`config.mk`:
```
export PLATFORM = sky130hd
export DESIGN_NAME = rename_freelist_controller_flat
export DESIGN_NICKNAME = d
export VERILOG_FILES = /design/src/rtl/rename_freelist_controller_pkg.sv /design/src/rtl/rename_freelist_controller_if.sv /design/src/rtl/rename_freelist_ram.sv /design/src/rtl/rename_freelist_controller.sv /design/src/flat_wrapper.sv
export SDC_FILE = /design/constraint.sdc
export NUM_CORES = 1
export LEC_CHECK = 0
export ABC_AREA = 1
export CORE_AREA = 2 2 168 170
export CTS_CLUSTER_DIAMETER = 80
export DETAILED_ROUTE_END_ITERATION = 12
export DIE_AREA = 0 0 170 172
export PLACE_DENSITY_LB_ADDON = 0.05
export SLEW_MARGIN = 30
export SYNTH_ARGS = -nofsm -noshare
export SYNTH_HDL_FRONTEND = slang
export SYNTH_SLANG_ARGS = --single-unit
```
`constraint.sdc`:
```
create_clock -name iCLOCK -period 5.6 [get_ports iCLOCK]
set_input_delay 1.4 -clock iCLOCK [delete_from_list [all_inputs] [get_ports iCLOCK]]
set_output_delay 1.4 -clock iCLOCK [all_outputs]
set_load 0.02 [all_outputs]
```
`src/rtl/rename_freelist_controller_pkg.sv`:
```
// rename_freelist_controller_pkg: shared rename parameters and free-list state encoding
package rename_freelist_controller_pkg;
  localparam int PREG_W = 6;
  localparam int LREG_W = 5;
  localparam int LIST_DEPTH = 32;
  localparam int INIT_BASE = 32;
  localparam int PTR_W = 6;
  localparam int IDX_W = 5;
  typedef enum logic {INIT = 1'b0, RUN = 1'b1} state_t;
endpackage

```
`src/rtl/rename_freelist_controller_if.sv`:
```
// rename_freelist_controller_if: allocate, commit and restart signals between rename stage and free list
interface rename_freelist_controller_if;
  import rename_freelist_controller_pkg::*;
  logic iRESTART_VALID;
  logic iALLOC_REQ_0;
  logic iALLOC_REQ_1;
  logic [PREG_W-1:0] oALLOC_REGNAME_0;
  logic [PREG_W-1:0] oALLOC_REGNAME_1;
  logic oLOCK;
  logic iCOMMIT_0_VALID;
  logic [PREG_W-1:0] iCOMMIT_0_OLD_REGNAME;
  logic iCOMMIT_1_VALID;
  logic [PREG_W-1:0] iCOMMIT_1_OLD_REGNAME;
  logic oINIT_DONE;
  logic [5:0] oFREE_COUNT;
  modport slave (
    input  iRESTART_VALID, iALLOC_REQ_0, iALLOC_REQ_1,
    input  iCOMMIT_0_VALID, iCOMMIT_0_OLD_REGNAME, iCOMMIT_1_VALID, iCOMMIT_1_OLD_REGNAME,
    output oALLOC_REGNAME_0, oALLOC_REGNAME_1, oLOCK, oINIT_DONE, oFREE_COUNT
  );
  modport master (
    output iRESTART_VALID, iALLOC_REQ_0, iALLOC_REQ_1,
    output iCOMMIT_0_VALID, iCOMMIT_0_OLD_REGNAME, iCOMMIT_1_VALID, iCOMMIT_1_OLD_REGNAME,
    input  oALLOC_REGNAME_0, oALLOC_REGNAME_1, oLOCK, oINIT_DONE, oFREE_COUNT
  );
endinterface

```
`src/rtl/rename_freelist_ram.sv`:
```
// rename_freelist_ram: 32x6 free-list storage, two write ports, two asynchronous read ports
module rename_freelist_ram
  import rename_freelist_controller_pkg::*;
(
  input  logic iCLOCK,
  input  logic we0,
  input  logic [IDX_W-1:0] wa0,
  input  logic [PREG_W-1:0] wd0,
  input  logic we1,
  input  logic [IDX_W-1:0] wa1,
  input  logic [PREG_W-1:0] wd1,
  input  logic [IDX_W-1:0] ra0,
  input  logic [IDX_W-1:0] ra1,
  output logic [PREG_W-1:0] rd0,
  output logic [PREG_W-1:0] rd1
);
  logic [PREG_W-1:0] mem [LIST_DEPTH];
  always_ff @(posedge iCLOCK) begin
    if (we0) mem[wa0] <= wd0;
    if (we1) mem[wa1] <= wd1;
  end
  assign rd0 = mem[ra0];
  assign rd1 = mem[ra1];
endmodule

```
`src/rtl/rename_freelist_controller.sv`:
```
// rename_freelist_controller: physical-register free list with speculative head, committed head and tail
module rename_freelist_controller
  import rename_freelist_controller_pkg::*;
(
  input  logic iCLOCK,
  input  logic inRESET,
  rename_freelist_controller_if.slave bus
);
  state_t state, state_nxt;
  logic [PTR_W-1:0] head, chead, tail, count;
  logic [3:0] init_cnt;
  logic [1:0] n, k;
  logic run, lock, r0, r1, c0, c1;
  logic we0, we1;
  logic [IDX_W-1:0] wa0, wa1, ra0, ra1;
  logic [PREG_W-1:0] wd0, wd1, rd0, rd1;
  assign r0 = bus.iALLOC_REQ_0;
  assign r1 = bus.iALLOC_REQ_1;
  assign c0 = bus.iCOMMIT_0_VALID;
  assign c1 = bus.iCOMMIT_1_VALID;
  assign run = state == RUN;
  assign count = tail - head;
  // lock ignores the request mix so the rename table never sees a loop through its requests
  assign lock = !run || count < PTR_W'(2) || bus.iRESTART_VALID;
  assign n = {1'b0, c0} + {1'b0, c1};
  assign k = lock ? 2'd0 : {1'b0, r0} + {1'b0, r1};
  assign state_nxt = (state == INIT && &init_cnt) ? RUN : state;
  always_comb begin
    we0 = run ? (c0 | c1) : 1'b1;
    we1 = run ? (c0 & c1) : 1'b1;
    wa0 = run ? tail[IDX_W-1:0] : {init_cnt, 1'b0};
    wa1 = run ? tail[IDX_W-1:0] + IDX_W'(1) : {init_cnt, 1'b1};
    wd0 = run ? (c0 ? bus.iCOMMIT_0_OLD_REGNAME : bus.iCOMMIT_1_OLD_REGNAME)
              : PREG_W'(INIT_BASE) + {1'b0, init_cnt, 1'b0};
    wd1 = run ? bus.iCOMMIT_1_OLD_REGNAME : PREG_W'(INIT_BASE) + {1'b0, init_cnt, 1'b1};
    ra0 = head[IDX_W-1:0];
    ra1 = head[IDX_W-1:0] + IDX_W'(1);
  end
  rename_freelist_ram u_ram (
    .iCLOCK(iCLOCK),
    .we0(we0), .wa0(wa0), .wd0(wd0),
    .we1(we1), .wa1(wa1), .wd1(wd1),
    .ra0(ra0), .ra1(ra1), .rd0(rd0), .rd1(rd1)
  );
  always_ff @(posedge iCLOCK or negedge inRESET)
    if (!inRESET) state <= INIT;
    else state <= state_nxt;
  always_ff @(posedge iCLOCK or negedge inRESET) begin
    if (!inRESET) begin
      head <= '0;
      chead <= '0;
      tail <= '0;
      init_cnt <= '0;
    end else if (!run) begin
      init_cnt <= init_cnt + 4'd1;
      if (&init_cnt) tail <= PTR_W'(LIST_DEPTH);
    end else begin
      tail <= tail + PTR_W'(n);
      chead <= chead + PTR_W'(n);
      // restart rewinds to the committed point including this cycle's commits
      head <= bus.iRESTART_VALID ? chead + PTR_W'(n) : head + PTR_W'(k);
    end
  end
  always_ff @(posedge iCLOCK)
    if (inRESET && run) begin
      assert (7'(count) + 7'(n) <= 7'(LIST_DEPTH));
      assert (PTR_W'(tail - chead) == PTR_W'(LIST_DEPTH));
    end
  assign bus.oALLOC_REGNAME_0 = run ? rd0 : '0;
  assign bus.oALLOC_REGNAME_1 = run ? ((r1 && !r0) ? rd0 : rd1) : '0;
  assign bus.oLOCK = lock;
  assign bus.oINIT_DONE = run;
  assign bus.oFREE_COUNT = count;
endmodule

```
`src/flat_wrapper.sv`:
```
// flat-port wrapper written by rule: the top's interface ports become plain ports
module rename_freelist_controller_flat import rename_freelist_controller_pkg::*;
  (iCLOCK, inRESET, bus_iRESTART_VALID, bus_iALLOC_REQ_0, bus_iALLOC_REQ_1, bus_iCOMMIT_0_VALID, bus_iCOMMIT_0_OLD_REGNAME, bus_iCOMMIT_1_VALID, bus_iCOMMIT_1_OLD_REGNAME, bus_oALLOC_REGNAME_0, bus_oALLOC_REGNAME_1, bus_oLOCK, bus_oINIT_DONE, bus_oFREE_COUNT);
  rename_freelist_controller_if bus_i ();
  input  logic iCLOCK;
  input  logic inRESET;
  input wire logic [$bits(bus_i.iRESTART_VALID)-1:0] bus_iRESTART_VALID;
  input wire logic [$bits(bus_i.iALLOC_REQ_0)-1:0] bus_iALLOC_REQ_0;
  input wire logic [$bits(bus_i.iALLOC_REQ_1)-1:0] bus_iALLOC_REQ_1;
  input wire logic [$bits(bus_i.iCOMMIT_0_VALID)-1:0] bus_iCOMMIT_0_VALID;
  input wire logic [$bits(bus_i.iCOMMIT_0_OLD_REGNAME)-1:0] bus_iCOMMIT_0_OLD_REGNAME;
  input wire logic [$bits(bus_i.iCOMMIT_1_VALID)-1:0] bus_iCOMMIT_1_VALID;
  input wire logic [$bits(bus_i.iCOMMIT_1_OLD_REGNAME)-1:0] bus_iCOMMIT_1_OLD_REGNAME;
  output wire logic [$bits(bus_i.oALLOC_REGNAME_0)-1:0] bus_oALLOC_REGNAME_0;
  output wire logic [$bits(bus_i.oALLOC_REGNAME_1)-1:0] bus_oALLOC_REGNAME_1;
  output wire logic [$bits(bus_i.oLOCK)-1:0] bus_oLOCK;
  output wire logic [$bits(bus_i.oINIT_DONE)-1:0] bus_oINIT_DONE;
  output wire logic [$bits(bus_i.oFREE_COUNT)-1:0] bus_oFREE_COUNT;
  assign bus_i.iRESTART_VALID = bus_iRESTART_VALID;
  assign bus_i.iALLOC_REQ_0 = bus_iALLOC_REQ_0;
  assign bus_i.iALLOC_REQ_1 = bus_iALLOC_REQ_1;
  assign bus_i.iCOMMIT_0_VALID = bus_iCOMMIT_0_VALID;
  assign bus_i.iCOMMIT_0_OLD_REGNAME = bus_iCOMMIT_0_OLD_REGNAME;
  assign bus_i.iCOMMIT_1_VALID = bus_iCOMMIT_1_VALID;
  assign bus_i.iCOMMIT_1_OLD_REGNAME = bus_iCOMMIT_1_OLD_REGNAME;
  assign bus_oALLOC_REGNAME_0 = bus_i.oALLOC_REGNAME_0;
  assign bus_oALLOC_REGNAME_1 = bus_i.oALLOC_REGNAME_1;
  assign bus_oLOCK = bus_i.oLOCK;
  assign bus_oINIT_DONE = bus_i.oINIT_DONE;
  assign bus_oFREE_COUNT = bus_i.oFREE_COUNT;
  rename_freelist_controller u_core (.iCLOCK(iCLOCK), .inRESET(inRESET), .bus(bus_i));
endmodule
```
**Yosys cells after proc, flatten, opt, wreduce, memory -nomap -nowiden**

Memory sizes are Yosys's and may differ from the RTL's.
Index checks and enable logic that the tools add are counted.

- Bits in registers: 23
- Memory bits (writable): 192
- Input port bits: 19
- Memories kept: 1

- Multiplexer cells: 18
- $lt $le $gt $ge: 1
- $add $sub $neg: 11
- Bitwise logic cells: 3
- Reductions and logical operators: 8

Memory list:

| name | depth | bits a word | rd ports | clocked after Yosys merged registers in | wr ports | line | text |
|---|---|---|---|---|---|---|---|
| u_core.u_ram.mem | 32 | 6 | 2 | 0 | 2 | rename_freelist_ram.sv:17 | `logic [PREG_W-1:0] mem [LIST_DEPTH];` |

Operator list:

| kind | count |
|---|---|
| $mux W6 | 9 |
| $add A6 B2 Y6 | 3 |
| $add A6 B5 Y6 const A | 2 |
| $add A5 B1 Y5 const B | 2 |
| $mux W5 | 2 |
| $lt A6 B2 Y1 const B | 1 |
| $mux W1 | 6 |
| $sub A6 B6 Y6 | 1 |
| $add A1 B1 Y2 | 2 |
| $add A4 B1 Y4 const B | 1 |
| $reduce_and A4 Y1 | 1 |
| $logic_and A1 B1 Y1 | 2 |
| $logic_not A1 Y1 | 2 |
| $logic_or A1 B1 Y1 | 2 |
| $mux W2 | 1 |
| $reduce_bool A2 Y1 | 1 |
| $and A1 B1 Y1 | 1 |
| $not A1 Y1 | 1 |
| $or A1 B1 Y1 | 1 |

**Depth between registers and ports, before layout**

- Word-level depth: 7
- Depth in mapped cells: 21
- Gate-level depth less buffers: 19

**Modules after synthesis**

A second synthesis with hierarchy kept.

- Cells, all modules: 1967
- Area, all modules: 14172.3 µm²

By module, submodules not included:

| module | area an instance (µm²) | cells an instance | instances |
|---|---|---|---|
| rename_freelist_ram | 12100.4 | 1663 | 1 |
| rename_freelist_controller | 2072.0 | 304 | 1 |

**Worst setup path after synthesis**

Ideal clock, no wire load.

- Path kind: input port to output port
- Start: in bus_iALLOC_REQ_0
- End: out bus_oALLOC_REGNAME_1[0]
- Stages on the path: 5
- Slack: 2.010 ns
- Required time: 4.200 ns
- Arrival: 2.190 ns
- Path buffers: 0
- Cell sequence: inv_1 ha_1 nor2_1 nand3_1 nand2_1

- Cells in the longest elaborated chain, start to end: 4

RTL lines:

| item | line | text |
|---|---|---|
| start, declared | flat_wrapper.sv:8 | `input wire logic [$bits(bus_i.iALLOC_REQ_0)-1:0] bus_iALLOC_REQ_0;` |
| $logic_not A1 Y1 | rename_freelist_controller.sv:70 | `assign bus.oALLOC_REGNAME_1 = run ? ((r1 && !r0) ? rd0 : rd1) : '0;` |
| $logic_and A1 B1 Y1 | rename_freelist_controller.sv:70 |  |
| $mux W6 (2 in series) | rename_freelist_controller.sv:70 |  |
| end, declared | flat_wrapper.sv:15 | `output wire logic [$bits(bus_i.oALLOC_REGNAME_1)-1:0] bus_oALLOC_REGNAME_1;` |

No other way between the ends.

**Worst setup path after layout**

- Start: in bus_iALLOC_REQ_0
- End: out bus_oALLOC_REGNAME_1[5]

The elaborated chain is that of the path after synthesis.

==> metrics.yaml <==
setup_path:
  start_kind: "primary input"
  cpMaxStageDelayCell: "clkdlybuf4s50_1"
  cp_cell_sequence: "clkdlybuf4s50_1 > inv_1 > ha_1 > nor2_1 > nand3_1 > nand2_1 > clkdlybuf4s50_1"
  cp-end-kind: "output port"
  required_ns: 4.20
  crit_fanout: 7
  critPathMaxStageDelay_ns: 0.62
  worst_path_most_repeated_cell: "clkdlybuf4s50_1"
  criticalPathCategory: "primary input to output port"
  cp.arrival_ns: 3.73
routing:
  routedWlPerCell_um: 21.6
  ant_nets: 0
  drc: 0
  viasPerCell: 6.19
  drt_iter0_drc: 1718
  wl_mm: 51.3
  drt_pass1_iterations: 6
  vias: 14700
cts:
  clockBufferDepth: 3
  htreeDepth: 1
  cts_tree: "done"
  worstSkewPairLatency_ns: 0.55
  cts_setup_buffers: 0
  clock-sinks: 215
  cts_hold_buf: 0
  path_clk_slew_ns: 0.06
  clockRootBuffer: "clkbuf_16"
  postCtsResizedCells: 0
  cts-buffers-inserted: 24
timing:
  clock_skew_ns: 0.0189
  hold_viol_final: 0
  fin_tns_setup_ns: 0
  period_minus_slack_ns: 5.13
  worstMarginPinSlew_ns: 1.03
  fin_ws_ns: 0.475
  clock.fmax_mhz: 195
  relSlewSlack: 0.309
  rsz0062_at_grt: "false"
  report.final.setup_viol: 0
  drv_slew: 0
  final.period_utilization: 0.915
synth:
  synth_top_area_cell: "edfxtp_1"
  synth_top_area_share: 0.387
  netlist_area_mm2: 0.0149
  synth-compound-area-share: 0.100
  synth_nets: 2113
  yosys_warnings: 0
  synth_area_leaders: "edfxtp_1 (39%), nand2_1 (19%), nand3_1 (9.3%), o21ai_0 (5.3%), nand4_1 (5.1%)"
  yosys_most_used_dff: "edfxtp_1"
  synth_mux_area_frac: 0
  synthCells: 2072
  synth_cell_types: 37
  synthArstFlopShare: 0.107
  synthAdderAreaFrac: 0.0205
  synth-simple-area-share: 0.353
  synth_xor_area_frac: 0.00647
  synth_area_per_cell_um2: 7.18
  ys_seq_elements: 215
  synth_seq_area_share: 0.426
  synth_edf_count: 192
  synth_top_family_by_area: "simple AND/OR/NAND/NOR gates"
grt:
  first_global_vias: 13500
  grtUsageTotal: 0.351
  gr-total-overflow: 0
  grt_max_degree: 135
  grt_pass1_wl_mm: 77.4
  antenna_found_initial: 0
placement:
  placed_cells: 2334
  gp_congestion: 0.973
  pre_cts_slack_ns: 0.523
  port_buffers: 38
  dpl.hpwl_mm: 33.1
finish:
  fin_cells: 2378
  nNetsFinal: 2056
  fill_cells: 2510
  diodes: 0
  syn2layout_area_growth_pct: 9.49
  drive_above_1_share: 0.0586
power_and_ir_drop:
  seqPwrFrac: 0.230
  combPwrFrac: 0.605
  power.share.switching: 0.513
  vdd_drop_max_mv: 0.858
  finalPower_mw: 9.99
  power.density_mw_per_mm2: 613
  cellInternalPower_mw: 4.87
  power.switching_mw: 5.12
  p_leak_nw: 7.28
  p_clk_frac: 0.166
run_status:
  status: "completed"
die:
  die-area_mm2: 0.0292
  initial_utilization: 0.542
  rows: 61
  die_h_um: 172
  core_mm2: 0.0275
  die_w_um: 170
  ios: 39
min_path:
  hp-class: "register to register"
run:
  maxCapViolCount: 0
## layer usage
metal	track usage	vias to the layer above	part of all wire
met5	0	-	0
met4	0.142	0	0.036
met3	0.0799	144	0.12
met2	0.547	893	0.45
li1	-	6875	-
met1	0.476	6817	0.40
## layout make-up
type                       instances  area, µm²  area share
clock inverter                    16        188      0.0115
sequential                       215       6350       0.390
tap                              346        433      0.0266
clock buffer                      27        612      0.0376
multi-input combinational       1511       7240       0.444
timing repair buffer              86        811      0.0498
inverter                         177        667      0.0409
## path summary, 6_finish.rpt
| path | end | from | slack (ns) | depth (start not counted) |
|---|---|---|---|---|
| setup reg to reg | u_core.head[2]$_DFFE_PN0P_ | u_core.head[1]$_DFFE_PN0P_ | 1.83 | 17 |
| max in group asynchronous | u_core.head[0]$_DFFE_PN0P_ | inRESET | 4.09 | 2 |
| hold reg to reg | u_core.chead[0]$_DFFE_PN0P_ | u_core.chead[0]$_DFFE_PN0P_ | 0.50 | 2 |
| hold / removal | u_core.chead[0]$_DFFE_PN0P_ | u_core.chead[0]$_DFFE_PN0P_ | 0.50 | 2 |
| setup / recovery | bus_oALLOC_REGNAME_1[5] | bus_iALLOC_REQ_0 | 0.47 | 7 |
| min in group asynchronous | u_core.chead[3]$_DFFE_PN0P_ | inRESET | 1.23 | 2 |
## registers in the layout (all words and copies together) (netlist names)
name / cells
u_core.head: 6
u_core.bus.oINIT_DONE: 1
u_core.chead: 6
u_core.u_ram.mem: 192
u_core.tail: 6
u_core.init_cnt: 4
## per-stage QoR
step | util | area, µm² | hold WS [ns]
after CTS | 0.592 | 16300 | 0.499
after floorplan | - | 14900 | 0.448
final | 0.593 | 16300 | 0.498
after global routing | 0.593 | 16300 | 0.519
after global placement | 0.563 | 15500 | 0.465
after detailed placement | 0.563 | 15500 | 0.485
## Yosys cell counts, types with 2 or more instances
library cell / n
buf_2: 50
clkbuf_1: 94
nand2_1: 746
o211ai_1: 40
inv_2: 5
clkinv_1: 3
o21ai_1: 27
o21bai_1: 3
buf_4: 7
a22oi_1: 2
fa_1: 4
xor2_1: 8
or2_2: 3
buf_1: 17
a31oi_1: 2
edfxtp_1: 192
dfrtp_1: 23
nand2_2: 2
nand4_1: 121
o21ai_2: 2
a21oi_1: 34
nand3_1: 277
ha_1: 18
nor3_1: 3
nand3_2: 2
nor2_1: 44
xnor2_1: 3
o22ai_1: 3
o21ai_0: 157
and3_1: 5
inv_1: 169
## cells in the final DEF (no fill, tap or decap), drive strengths merged, types with 2 or more instances in the layout
| cell | n |
|---|---|
| o22ai | 3 |
| or2 | 3 |
| fa | 4 |
| ha | 18 |
| o211ai | 40 |
| nand4 | 121 |
| xnor2 | 3 |
| bufinv | 4 |
| a22oi | 2 |
| clkdlybuf4s50 | 38 |
| edfxtp | 192 |
| a31oi | 2 |
| inv | 175 |
| nor3 | 4 |
| o21ai | 187 |
| clkinv | 14 |
| a21oi | 34 |
| xor2 | 8 |
| o21bai | 3 |
| nand2 | 748 |
| nand3 | 279 |
| and3 | 5 |
| clkbuf | 27 |
| dfrtp | 23 |
| buf | 48 |
| nor2 | 44 |
## kinds of logic (layout without fill, tap and decap cells)
kind of cell / count (synthesis) / in the layout
compound gates: 271 / 271
xor+xnor: 11 / 11
fa+ha+maj: 22 / 22
buf+inv: 346 / 306
flops: 215 / 215
simple gates: 1207 / 1207
## power groups by stage
stage / sequential (mW) / combinational, mW / clock [mW]
finish: 2.30 / 6.04 / 1.65
global route: 2.32 / 6.48 / 1.71
CTS: 2.29 / 5.86 / 1.65
detailed placement: 2.32 / 5.84 / 0
global placement: 2.31 / 5.79 / 0
floorplan: 2.18 / 3.90 / 0
## worst max-delay path, delay by kind of cell
kind                       cells  cell delay (ns)
buffers and inverters          3             1.15
adders and majority gates      1             0.34
and+or+nand+nor                3             0.83
Note: power is estimated with default switching activity, not from simulation.
==> patch 1: new RTL, same settings <==
Make the reset (`inRESET`) synchronous in 2 clocked blocks. Comments in the files are not updated.
--- a/src/rtl/rename_freelist_controller.sv
+++ b/src/rtl/rename_freelist_controller.sv
@@ -42,10 +42,10 @@
     .we1(we1), .wa1(wa1), .wd1(wd1),
     .ra0(ra0), .ra1(ra1), .rd0(rd0), .rd1(rd1)
   );
-  always_ff @(posedge iCLOCK or negedge inRESET)
+  always_ff @(posedge iCLOCK)
     if (!inRESET) state <= INIT;
     else state <= state_nxt;
-  always_ff @(posedge iCLOCK or negedge inRESET) begin
+  always_ff @(posedge iCLOCK) begin
     if (!inRESET) begin
       head <= '0;
       chead <= '0;
Function: no difference found for any inputs over 10 cycles, from zero or initial values and one cycle with inRESET low; that may be too few to reach the edited logic, so the function may still have changed.
==> patch 1 against the original RTL <==
Cell area down 4.7%; clock skew decreased by 0.0063 ns; non-clock buffer count decreased by 7; setup slack improved by 0.031 ns; area after synthesis down 5.7%; sequential cell count rose by 5; wire length fell by 1.3%; critical endpoint is now bus_oALLOC_REGNAME_1[0]; die area did not move.
Power is not compared: it rests on default switching activity, and its combinational part moved more than twofold at a synthesized area within 25%.
==> patch 1: results (changes against the original RTL) <==
metric,value,unit,change
leading post-synthesis cells by cell area,"edfxtp_1, nand2_1, nand3_1",,
DP Wirelength,31900,um,-3.4%
hold_ws,0.492,ns,-0.00568 ns
largest net degree at the start of global routing,72,,-47%
register area share after synthesis,45.1,%,+2.5 points
xor and xnor area share after synthesis,0.749,%,+0.10 points
Synth async-reset ratio,0,%,-11 points
Inst Count DP,2162,,-7.4%
DP Worst Slack,0.550,ns,+0.0272 ns
WP data arrival,3.69,ns,-0.04 ns
port bufs,38,,unchanged
Nets,1885,,-8.3%
global-route wire length before repair,75500,um,-2.5%
"slowest stage cell, crit path",clkdlybuf4s50_1,,
initial DRC count,2016,,+17%
final wirelength,50700,um,-1.3%
r2r setup slk,1.73,ns,-0.10 ns
Num CTS Buffers,26,,+8.3%
worst r2r path cells,6,,-11
end of the worst register-to-register path,u_core.u_ram.mem[27][1],,
adder-cell share of the synthesized area,2.18,%,+0.12 points
share of layout cells above drive strength 1,7.19,%,+1.3 points
Avg Inst Size Synth,7.42,um^2,+3.3%
met3 GRT Util,6.43,%,-1.6 points
status,"finished, final reports clean",,
met2 GRT Util,54.9,%,+0.14 points
metal2 WL,22600,um,-1.3%
M1 GR Usage,47.0,%,-0.53 points
gpl congestion,0.955,,-1.8%
synth warn,0,,unchanged
worst hold path startpoint,u_core.init_cnt[3],,
wire per inst,22.9,um,+6.2%
Rel. slew slack,27.6,%,-3.3 points
antenna violations before repair,0,,unchanged
Overall Global Routing Usage,34.7,%,-0.40 points
CP Capture Point,bus_oALLOC_REGNAME_1[0],,
Post-synth top cells,"nand2_1, nand3_1, o21ai_0",,
met3 wire length,5630,um,-8.3%
post-synth cell types,44,,+19%
FF-to-FF Start,u_core.bus.oINIT_DONE,,
Worst Clk Skew,0.0126,ns,-0.00633 ns
Max Cap Viol,0,,unchanged
Placed Area,0.0146,mm^2,-5.4%
vias in the first global route,12600,,-6.9%
Vias,13700,,-7.3%
Routed met1 length,20100,um,-1.4%
Hold Crit Endpoint,u_core.init_cnt[3],,
minimum clock period after layout,5.09,ns,-0.0309 ns
Compound-Gate Fraction of Synth Area,14.3,%,+4.2 points
root buf cell,clkbuf_16,,
patch 1: cell types whose count changed in the layout (fill, tap and decap cells not counted), moves of 11 or more:
cell	delta
nand3_1	-14
inv_1	-114
dfrtp_1	-20
dfxtp_1	+24
o211ai_1	-33
nand4_1	-107
o21ai_0	+81
o21ai_1	+71
a21oi_1	-11
nand2_1	-227
nor2_1	+162
patch 1: layout make-up:
| type | instances | area, um^2 |
|---|---|---|
| clock buffer | 35 | 737 |
| fill | 2548 | 12000 |
| tap | 346 | 433 |
| sequential | 220 | 6340 |
| clock inverter | 13 | 143 |
| multi-input combinational | 1454 | 6910 |
| timing repair buffer | 79 | 726 |
| inverter | 63 | 236 |
patch 1: power groups by stage:
stage / Combinational (mW) / Clock (mW) / Sequential, mW
3_3_place_gp: 0.296 / 0 / 1.87
5_1_grt: 0.338 / 1.82 / 1.84
6_report: 0.309 / 1.74 / 1.84
2_1_floorplan: 0.188 / 0 / 1.87
3_5_place_dp: 0.300 / 0 / 1.87
4_1_cts: 0.301 / 1.75 / 1.84
==> patch 2: new RTL, same flow settings <==
Made on the original files. Set the package constant `LIST_DEPTH` to 64 (it was 32).
--- a/src/rtl/rename_freelist_controller_pkg.sv
+++ b/src/rtl/rename_freelist_controller_pkg.sv
@@ -2,7 +2,7 @@
 package rename_freelist_controller_pkg;
   localparam int PREG_W = 6;
   localparam int LREG_W = 5;
-  localparam int LIST_DEPTH = 32;
+  localparam int LIST_DEPTH = 64;
   localparam int INIT_BASE = 32;
   localparam int PTR_W = 6;
   localparam int IDX_W = 5;
Function: same outputs for any inputs over 10 cycles, from zero or initial values and one cycle with inRESET low; that may be too few to reach the edited logic, so the function may still have changed.
==> patch 2 against the original RTL <==
Setup slack worse by 0.26 ns; synthesized cell count down 7.1%; total power shrank 5.6%; maximum frequency down 4.9%; die area unchanged; non-clock buffer count fell by 10; cell area down 3.1%; area after synthesis down 2.7%; wire length shrank 7.7%; sequential share of layout area increased by 1.3 points; critical path depth rose by 2; sequential cell count did not move; largest cell class unchanged; largest power group unchanged; highest routed layer unchanged.
==> patch 2: results (changes against the original RTL) <==
metric,value,unit,change
WP data arrival,3.99,ns,+0.26 ns
Worst Clk Skew,0.0155,ns,-0.00340 ns
largest net degree at the start of global routing,104,,-23%
Overall Global Routing Usage,33.0,%,-2.1 points
metal2 WL,21200,um,-7.6%
Vias,13500,,-8.4%
global-route wire length before repair,72800,um,-6.0%
DP Wirelength,32300,um,-2.2%
register area share after synthesis,43.8,%,+1.2 points
Nets,1922,,-6.5%
Syn Nets,1966,,-7.0%
CP Max Fanout,56,,+49
Post-synth top cells,"nand2_1, nand3_1, inv_1",,
crit-path max cell delay,0.82,ns,+0.20 ns
status,"finished, final reports clean",,
Routed met1 length,19200,um,-5.7%
vias in the first global route,12400,,-8.3%
met3 wire length,4660,um,-24%
post-synth cell types,44,,+19%
"slowest stage cell, crit path",dfrtp_4,,
gpl congestion,0.944,,-2.9%
Num CTS Buffers,24,,unchanged
initial DRC count,1446,,-16%
Rel. slew slack,33.2,%,+2.2 points
leak pwr,6.71,nW,-7.8%
leading post-synthesis cells by cell area,"edfxtp_1, nand2_1, nand3_1",,
maximum VDD drop,469,uV,-45%
"Clk Latency, worst-skew pair",0.53,ns,-0.02 ns
wire per inst,21.1,um,-2.2%
## patch 2: changes by cell type in the layout (fill, tap and decap cells not counted), moves of 7 or more
cell / change
nand2_1: -181
nand4_1: -113
o21ai_1: +99
nand3_1: -55
o211ai_1: +38
inv_1: +31
a21oi_1: +14
nand3_2: +14
o21ai_0: -7
o22ai_1: +7
## patch 2: routing by layer
layer,vias up,global-route usage [%]
met4,0,14.3
met1,6216,45.4
met3,137,4.42
li1,6390,-
met2,746,52.6
met5,-,0
## patch 2: area by class of cell
class	instances	area [um^2]
clock inverters	14	145
fillers	2584	11700
well taps	346	433
clock buffers	28	637
inverters	213	811
multi-input cells	1351	6720
flip-flops and latches	215	6350
repair buffers	76	691
## patch 2: where the power goes
group / internal [mW] / total [mW] / switching, mW / leakage, nW
Clock: 0.947 / 1.62 / 0.672 / 0.389
Sequential: 2.05 / 2.30 / 0.251 / 2.00
Combinational: 1.75 / 5.51 / 3.76 / 4.32
## patch 2: cells by family after synthesis
| kind of cell | count (synthesis) | synth area share [%] |
|---|---|---|
| and+or+nand+nor | 891 | 26.8 |
| AOI/OAI and AO/OA | 427 | 16.6 |
| buffers and inverters | 359 | 10.0 |
| DFF | 215 | 43.8 |
| adders and majority gates | 22 | 2.11 |
| xor gates and xnor gates | 11 | 0.666 |
## patch 2: what timing repair did
item	4_1_cts	5_1_grt
gates resized for setup	0	1
endpoints found under the hold margin	0	0
setup endpoints to repair	0	6
## patch 2: worst paths after layout
| check | start | end | slack [ns] | cells past startpoint |
|---|---|---|---|---|
| setup / recovery | u_core.head[0] | bus_oALLOC_REGNAME_1[0] | 0.21 | 9 |
| hold / removal | u_core.chead[0] | u_core.chead[0] | 0.48 | 2 |
| setup reg to reg | u_core.head[1] | u_core.head[4] | 1.65 | 17 |
| hold reg to reg | u_core.chead[0] | u_core.chead[0] | 0.48 | 2 |
| max in group asynchronous | inRESET | u_core.head[0] | 4.11 | 2 |
| min in group asynchronous | inRESET | u_core.init_cnt[1] | 1.22 | 2 |
## patch 2: per-stage QoR
step / std cells / instance area [um^2] / setup slack [ns] / utilization [%]
2_1_floorplan: 1925 / 14500 / 2.01 / -
3_3_place_gp: 2201 / 15000 / 0.732 / 54.6
3_5_place_dp: 2201 / 15000 / 0.667 / 54.6
4_1_cts: 2243 / 15800 / 0.355 / 57.4
5_1_grt: 2243 / 15800 / 0.0401 / 57.5
6_report: 2243 / 15800 / 0.212 / 57.5
## patch 2: critical path, delay by kind of cell, from the launching register on
family        cells  cell delay (ns)
buf+inv           2             1.15
simple gates      5             0.88
xor+xnor          1             0.21
fa+ha+maj         1             0.34
flops             1             0.82
